### config.mk
export PLATFORM = sky130hd
export DESIGN_NAME = uart_tx_cfg
export DESIGN_NICKNAME = d
export VERILOG_FILES = /design/src/rtl/uart_tx_cfg.sv
export SDC_FILE = /design/constraint.sdc
export NUM_CORES = 1
export LEC_CHECK = 0
export CAP_MARGIN = 20
export CORE_AREA = 4 4 140 209
export DETAILED_ROUTE_END_ITERATION = 16
export DIE_AREA = 0 0 144 213
export GPL_TIMING_DRIVEN = 0
export SLEW_MARGIN = 0
export SYNTH_ARGS = -nofsm -noshare
export SYNTH_HDL_FRONTEND = slang
export SYNTH_SLANG_ARGS = --single-unit
### constraint.sdc
create_clock -name clock_i -period 3.7 [get_ports clock_i]
set_input_delay 0.74 -clock clock_i [delete_from_list [all_inputs] [get_ports clock_i]]
set_output_delay 0.74 -clock clock_i [all_outputs]
set_load 0.02 [all_outputs]
### src/rtl/uart_tx_cfg.sv
// Runtime-configurable UART transmitter: FIFO-buffered bytes are framed with
// 5-8 data bits, optional even/odd parity and 1 or 2 stop bits at a programmable baud.
module uart_tx_cfg #(
    parameter int FIFO_DEPTH = 16,
    parameter int DIV_WIDTH  = 16,
    parameter int LVL_WIDTH  = $clog2(FIFO_DEPTH) + 1
) (
    input  logic                 clock_i,
    input  logic                 reset_n_i,
    input  logic [7:0]           data_i,
    input  logic                 data_write_i,
    input  logic [1:0]           data_bits_i,
    input  logic [1:0]           parity_mode_i,
    input  logic                 stop_bits_i,
    input  logic [DIV_WIDTH-1:0] baud_div_i,
    input  logic [LVL_WIDTH-1:0] full_tresh_i,
    output logic                 data_buffer_full_o,
    output logic [LVL_WIDTH-1:0] fifo_level_o,
    output logic                 overflow_o,
    output logic                 tx_busy_o,
    output logic                 uart_tx_o
);
    localparam int AW = $clog2(FIFO_DEPTH);
    localparam logic [LVL_WIDTH-1:0] DEPTH_LVL = LVL_WIDTH'(FIFO_DEPTH);

    typedef enum logic [2:0] {IDLE, START, DATA, PARITY, STOP} state_t;

    logic [7:0]           mem_q [FIFO_DEPTH];
    logic [AW-1:0]        wr_ptr_q, wr_ptr_d, rd_ptr_q, rd_ptr_d;
    logic [LVL_WIDTH-1:0] level_q, level_d;
    logic                 overflow_q, overflow_d;
    logic                 wr_accept, pop, fifo_empty;
    logic [7:0]           head, mask;

    state_t               state_q, state_d;
    logic [DIV_WIDTH-1:0] cnt_q, cnt_d, div_q, div_d;
    logic [7:0]           shreg_q, shreg_d;
    logic [2:0]           bit_idx_q, bit_idx_d, nbits_q, nbits_d;
    logic                 par_en_q, par_en_d, par_bit_q, par_bit_d;
    logic                 stop2_q, stop2_d, stop_idx_q, stop_idx_d;
    logic                 tx_q, tx_d;
    logic                 boundary;

    // Acceptance looks at the level before this cycle's pop, so a write at full is dropped.
    assign wr_accept  = data_write_i && (level_q < DEPTH_LVL);
    assign fifo_empty = (level_q == '0);
    assign head       = mem_q[rd_ptr_q];
    assign boundary   = (cnt_q == '0);

    always_comb begin
        case (data_bits_i)
            2'b00:   mask = 8'h1F;
            2'b01:   mask = 8'h3F;
            2'b10:   mask = 8'h7F;
            default: mask = 8'hFF;
        endcase
    end

    always_ff @(posedge clock_i) begin
        if (wr_accept) mem_q[wr_ptr_q] <= data_i;
    end

    always_comb begin
        wr_ptr_d   = wr_accept ? wr_ptr_q + AW'(1) : wr_ptr_q;
        rd_ptr_d   = pop ? rd_ptr_q + AW'(1) : rd_ptr_q;
        overflow_d = data_write_i && !wr_accept;
        level_d    = level_q;
        if (wr_accept && !pop)      level_d = level_q + LVL_WIDTH'(1);
        else if (!wr_accept && pop) level_d = level_q - LVL_WIDTH'(1);
    end

    always_comb begin
        state_d    = state_q;
        cnt_d      = boundary ? cnt_q : cnt_q - DIV_WIDTH'(1);
        div_d      = div_q;
        shreg_d    = shreg_q;
        bit_idx_d  = bit_idx_q;
        nbits_d    = nbits_q;
        par_en_d   = par_en_q;
        par_bit_d  = par_bit_q;
        stop2_d    = stop2_q;
        stop_idx_d = stop_idx_q;
        tx_d       = tx_q;
        pop        = 1'b0;

        // A new frame starts from IDLE or straight out of the last stop bit.
        if (!fifo_empty && ((state_q == IDLE) ||
            (state_q == STOP && boundary && !(stop2_q && !stop_idx_q)))) begin
            pop       = 1'b1;
            shreg_d   = head & mask;
            nbits_d   = {1'b1, data_bits_i};
            par_en_d  = (parity_mode_i == 2'b01) || (parity_mode_i == 2'b10);
            par_bit_d = (^(head & mask)) ^ (parity_mode_i == 2'b10);
            stop2_d   = stop_bits_i;
            div_d     = baud_div_i;
            cnt_d     = baud_div_i;
            tx_d      = 1'b0;
            state_d   = START;
        end else if (boundary) begin
            cnt_d = div_q;
            case (state_q)
                START: begin
                    tx_d      = shreg_q[0];
                    shreg_d   = shreg_q >> 1;
                    bit_idx_d = '0;
                    state_d   = DATA;
                end
                DATA: begin
                    if (bit_idx_q == nbits_q) begin
                        tx_d       = par_en_q ? par_bit_q : 1'b1;
                        stop_idx_d = 1'b0;
                        state_d    = par_en_q ? PARITY : STOP;
                    end else begin
                        tx_d      = shreg_q[0];
                        shreg_d   = shreg_q >> 1;
                        bit_idx_d = bit_idx_q + 3'd1;
                    end
                end
                PARITY: begin
                    tx_d       = 1'b1;
                    stop_idx_d = 1'b0;
                    state_d    = STOP;
                end
                STOP: begin
                    if (stop2_q && !stop_idx_q) begin
                        stop_idx_d = 1'b1;
                    end else begin
                        cnt_d   = '0;
                        state_d = IDLE;
                    end
                end
                default: begin
                    cnt_d   = '0;
                    tx_d    = 1'b1;
                    state_d = IDLE;
                end
            endcase
        end
    end

    always_ff @(posedge clock_i or negedge reset_n_i) begin
        if (!reset_n_i) begin
            wr_ptr_q   <= '0;
            rd_ptr_q   <= '0;
            level_q    <= '0;
            overflow_q <= 1'b0;
            state_q    <= IDLE;
            cnt_q      <= '0;
            div_q      <= '0;
            shreg_q    <= '0;
            bit_idx_q  <= '0;
            nbits_q    <= '0;
            par_en_q   <= 1'b0;
            par_bit_q  <= 1'b0;
            stop2_q    <= 1'b0;
            stop_idx_q <= 1'b0;
            tx_q       <= 1'b1;
        end else begin
            wr_ptr_q   <= wr_ptr_d;
            rd_ptr_q   <= rd_ptr_d;
            level_q    <= level_d;
            overflow_q <= overflow_d;
            state_q    <= state_d;
            cnt_q      <= cnt_d;
            div_q      <= div_d;
            shreg_q    <= shreg_d;
            bit_idx_q  <= bit_idx_d;
            nbits_q    <= nbits_d;
            par_en_q   <= par_en_d;
            par_bit_q  <= par_bit_d;
            stop2_q    <= stop2_d;
            stop_idx_q <= stop_idx_d;
            tx_q       <= tx_d;
        end
    end

    assign fifo_level_o       = level_q;
    assign data_buffer_full_o = (level_q >= full_tresh_i);
    assign overflow_o         = overflow_q;
    assign tx_busy_o          = (state_q != IDLE);
    assign uart_tx_o          = tx_q;
endmodule

==> impl_metrics.toml <==
[global_routing]
grt_overflow_total = 0
first_global_vias = 5291
grt_max_degree = 66
grt_first_pass_wirelength_mm = 29.7
grtUsageTotal_pct = 12.8
antenna_found_initial = 0

[yosys]
synth_area_um2 = 8620
avgSynthCellArea_um2 = 13.6
synth_nets = 689
ys_top_cells_by_area = "edfxtp_1 45%, dfrtp_1 19%, mux4_2 5.5%"
synth_ff_type = "edfxtp_1"
yosysWarnings = 0
synthArstFlopShare_pct = 34.7
yosysUniqueCellTypes = 54
synth-edff-count = 128
yosysTopAreaCellShare_pct = 44.6
synth_top_cell_by_area = "edfxtp_1"
synth_seq_cells = 196
yosysSeqAreaShare_pct = 64.3
syn_inst = 633

[setup_path]
crit_end = "fifo_level_o[4]$_DFFE_PN0P_"
cp-start-kind = "flop"
r2r_end = "fifo_level_o[4]$_DFFE_PN0P_"
worstPathArrival_ns = 3.82
r2r-start = "cnt_q[7]$_DFF_PN0_"
path_class = "reg -> reg"
r2r_slack_ns = 0.19
worst_setup_path_end_kind = "flop"
cp_max_fo = 5
ff2ff_path_depth = 15
cp-startpoint = "cnt_q[7]$_DFF_PN0_"
cp_data_required_time_ns = 4.02

[cts]
clock_path_buffers = 2
path_clk_slew_ns = 0.08
clock_latency_ns = 0.44
numCtsBuffers = 17
cts_tree = "built"
cts_root_buffer = "clkbuf_16"
cts_num_sinks = 196
htree_levels = 4

[detailed_routing]
wirelength_mm = 19.1
ant_nets = 0
viasPerCell = 4.91
drt-pass1-iter-count = 5
drc = 0
first_iter_violations = 284
num_vias = 5228
routedWlPerCell_um = 17.9

[sta]
maxSlewViolCount = 0
finalCritPeriodShare_pct = 94.8
maxSlewHeadroom_pct = 31.4
fmax_mhz = 285
period_needed_ns = 3.51
setup_viol = 0
worst_pin_slew_ns = 1.03
hold_viol_final = 0
fin_setup_tns_ns = 0
finalClockSkew_ns = 0.0178
rsz0062_at_grt = "false"

[hold_path]
hold_class = "in -> async"

[power]
pwr-share-seq_pct = 42.5
power_density_nw_per_um2 = 674
clkPwrFrac_pct = 26.2
switching_share_pct = 31.8
p_sw_mw = 2.19
ir_worst_vdd_mv = 0.272
leakage_nw = 3.80
combPwrFrac_pct = 31.3
p_int_mw = 4.70

[placement]
hpwl_mm = 13.1
finalWeightedCongestion = 0.795
io_buffers = 45
dp_cells = 1024

[floorplanning]
die_w_um = 144
die_area_um2 = 30700
core_area_um2 = 27300
rows = 74
boundaryPins = 46
die_h_um = 213
initial_utilization_pct = 31.6

[final_layout]
final_common_cell = "edfxtp_1"
instances_no_fill = 1065
area_delta_synth_final_pct = 18.5
final_util_pct = 37.4
ff_latch_area_um2 = 5550
antenna_cells = 0
nFillCells = 2599
nets = 766
drive_gt1_share_pct = 13.7
final_cell_mix = "128 x edfxtp_1, 85 x nand2_1, 67 x dfrtp_1"
multiInputGateArea_um2 = 2860

[job]
max_cap_violations = 0

[run_status]
outcome = "completed"
[synth_stat cells, types with 7 or more instances]
| cell | number |
|---|---|
| nand2b_1 | 8 |
| o21ai_0 | 13 |
| a31oi_1 | 17 |
| mux4_2 | 21 |
| o21ai_1 | 17 |
| dfrtp_1 | 67 |
| ha_1 | 18 |
| buf_2 | 10 |
| xnor2_1 | 24 |
| nor3_1 | 9 |
| nor2_1 | 43 |
| a21oi_1 | 19 |
| clkbuf_1 | 15 |
| edfxtp_1 | 128 |
| nand2_1 | 85 |
| xor2_1 | 7 |
| mux2i_1 | 29 |
| a221oi_1 | 12 |
| inv_1 | 18 |
[kinds of logic (layout without fill, tap and decap cells)]
logic type	count (synthesis)	after routing	synth area share [%]
DFF	196	196	64.3
buffers and inverters	52	142	2.76
adders and majority gates	19	19	2.85
AOI/OAI and AO/OA	103	103	7.88
muxes	52	52	9.12
and+or+nand+nor	179	179	9.64
xor gates and xnor gates	32	32	3.41
[routing by layer]
metal / up-vias / share of wire, % / track usage, %
li1: 2483 / - / -
met1: 2621 / 42 / 15.6
met2: 108 / 53 / 22.5
met3: 16 / 4.3 / 2.94
met4: 0 / 1.2 / 3.87
met5: - / 0 / 0
[cell type report]
class                   instances  share of cell area, %
well taps                     342                   4.19
repair inverters                1                 0.0490
inverters                      19                  0.747
multi-input cells             385                   28.0
plain buffers                  31                   1.53
clock inverters                15                   1.45
repair buffers                 59                   5.59
flip-flops and latches        196                   54.3
clock buffers                  17                   4.17
[how the worst min path moves through the flow]
stage	startpoint	end	cells past startpoint
finish	reset_n_i	fifo_level_o[0]$_DFFE_PN0P_	1
detailed placement	div_q[10]$_DFFE_PN0P_	div_q[10]$_DFFE_PN0P_	2
global placement	div_q[0]$_DFFE_PN0P_	div_q[0]$_DFFE_PN0P_	2
floorplan	reset_n_i	bit_idx_q[0]$_DFFE_PN0P_	0
CTS	reset_n_i	fifo_level_o[0]$_DFFE_PN0P_	1
global route	reset_n_i	fifo_level_o[0]$_DFFE_PN0P_	1
[registers in the layout, indices dropped and copies added, names as in the netlist]
signal and cells:
stop2_q 1, overflow_o 1, par_en_q 1, nbits_q 3, uart_tx_o 1, shreg_q 8
stop_idx_q 1, mem_q 128, cnt_q 16, state_q 3, div_q 16, rd_ptr_q 4
fifo_level_o 5, bit_idx_q 3, par_bit_q 1, wr_ptr_q 4
[power groups by stage]
stage / logic, mW / clock network (mW) / registers, mW
3_5_place_dp: 2.16 / 0 / 2.97
2_1_floorplan: 1.58 / 0 / 2.95
5_1_grt: 2.39 / 1.93 / 2.97
6_report: 2.16 / 1.80 / 2.93
4_1_cts: 2.18 / 1.84 / 2.93
3_3_place_gp: 2.13 / 0 / 2.96
[through the flow]
stage | hold WS, ns | instance area [µm²] | power (mW) | setup slack (ns)
2_1_floorplan | 0.444 | 8620 | 4.52 | 0.0691
3_3_place_gp | 0.463 | 9500 | 5.09 | -0.680
3_5_place_dp | 0.463 | 9550 | 5.14 | -0.542
4_1_cts | 0.0834 | 10100 | 6.94 | 0.0608
5_1_grt | 0.0800 | 10200 | 7.29 | 0.00228
6_report | 0.100 | 10200 | 6.89 | 0.192
[critical path: stages, from the launching register on]
cell      delay, ns
dfrtp_1        0.42
or4_4          0.56
nor4_4         0.30
nand2b_4       0.11
nor3_4         0.26
o21ai_2        0.11
a21oi_4        0.26
clkinv_4       0.13
ha_2           0.21
inv_2          0.08
ha_1           0.26
a21o_1         0.20
a21oi_2        0.14
xnor2_1        0.12
nor2_1         0.06
xor2_1         0.15
[timing repair]
item / in CTS / in global routing
gates resized for setup: 1 / 7
buffers inserted: 2 / 8
gates cloned: 0 / 1
hold buffers: 0 / 0
endpoints found under the setup margin: 4 / 1
pin swaps: 2 / 4
(Power assumes the default switching activity.)
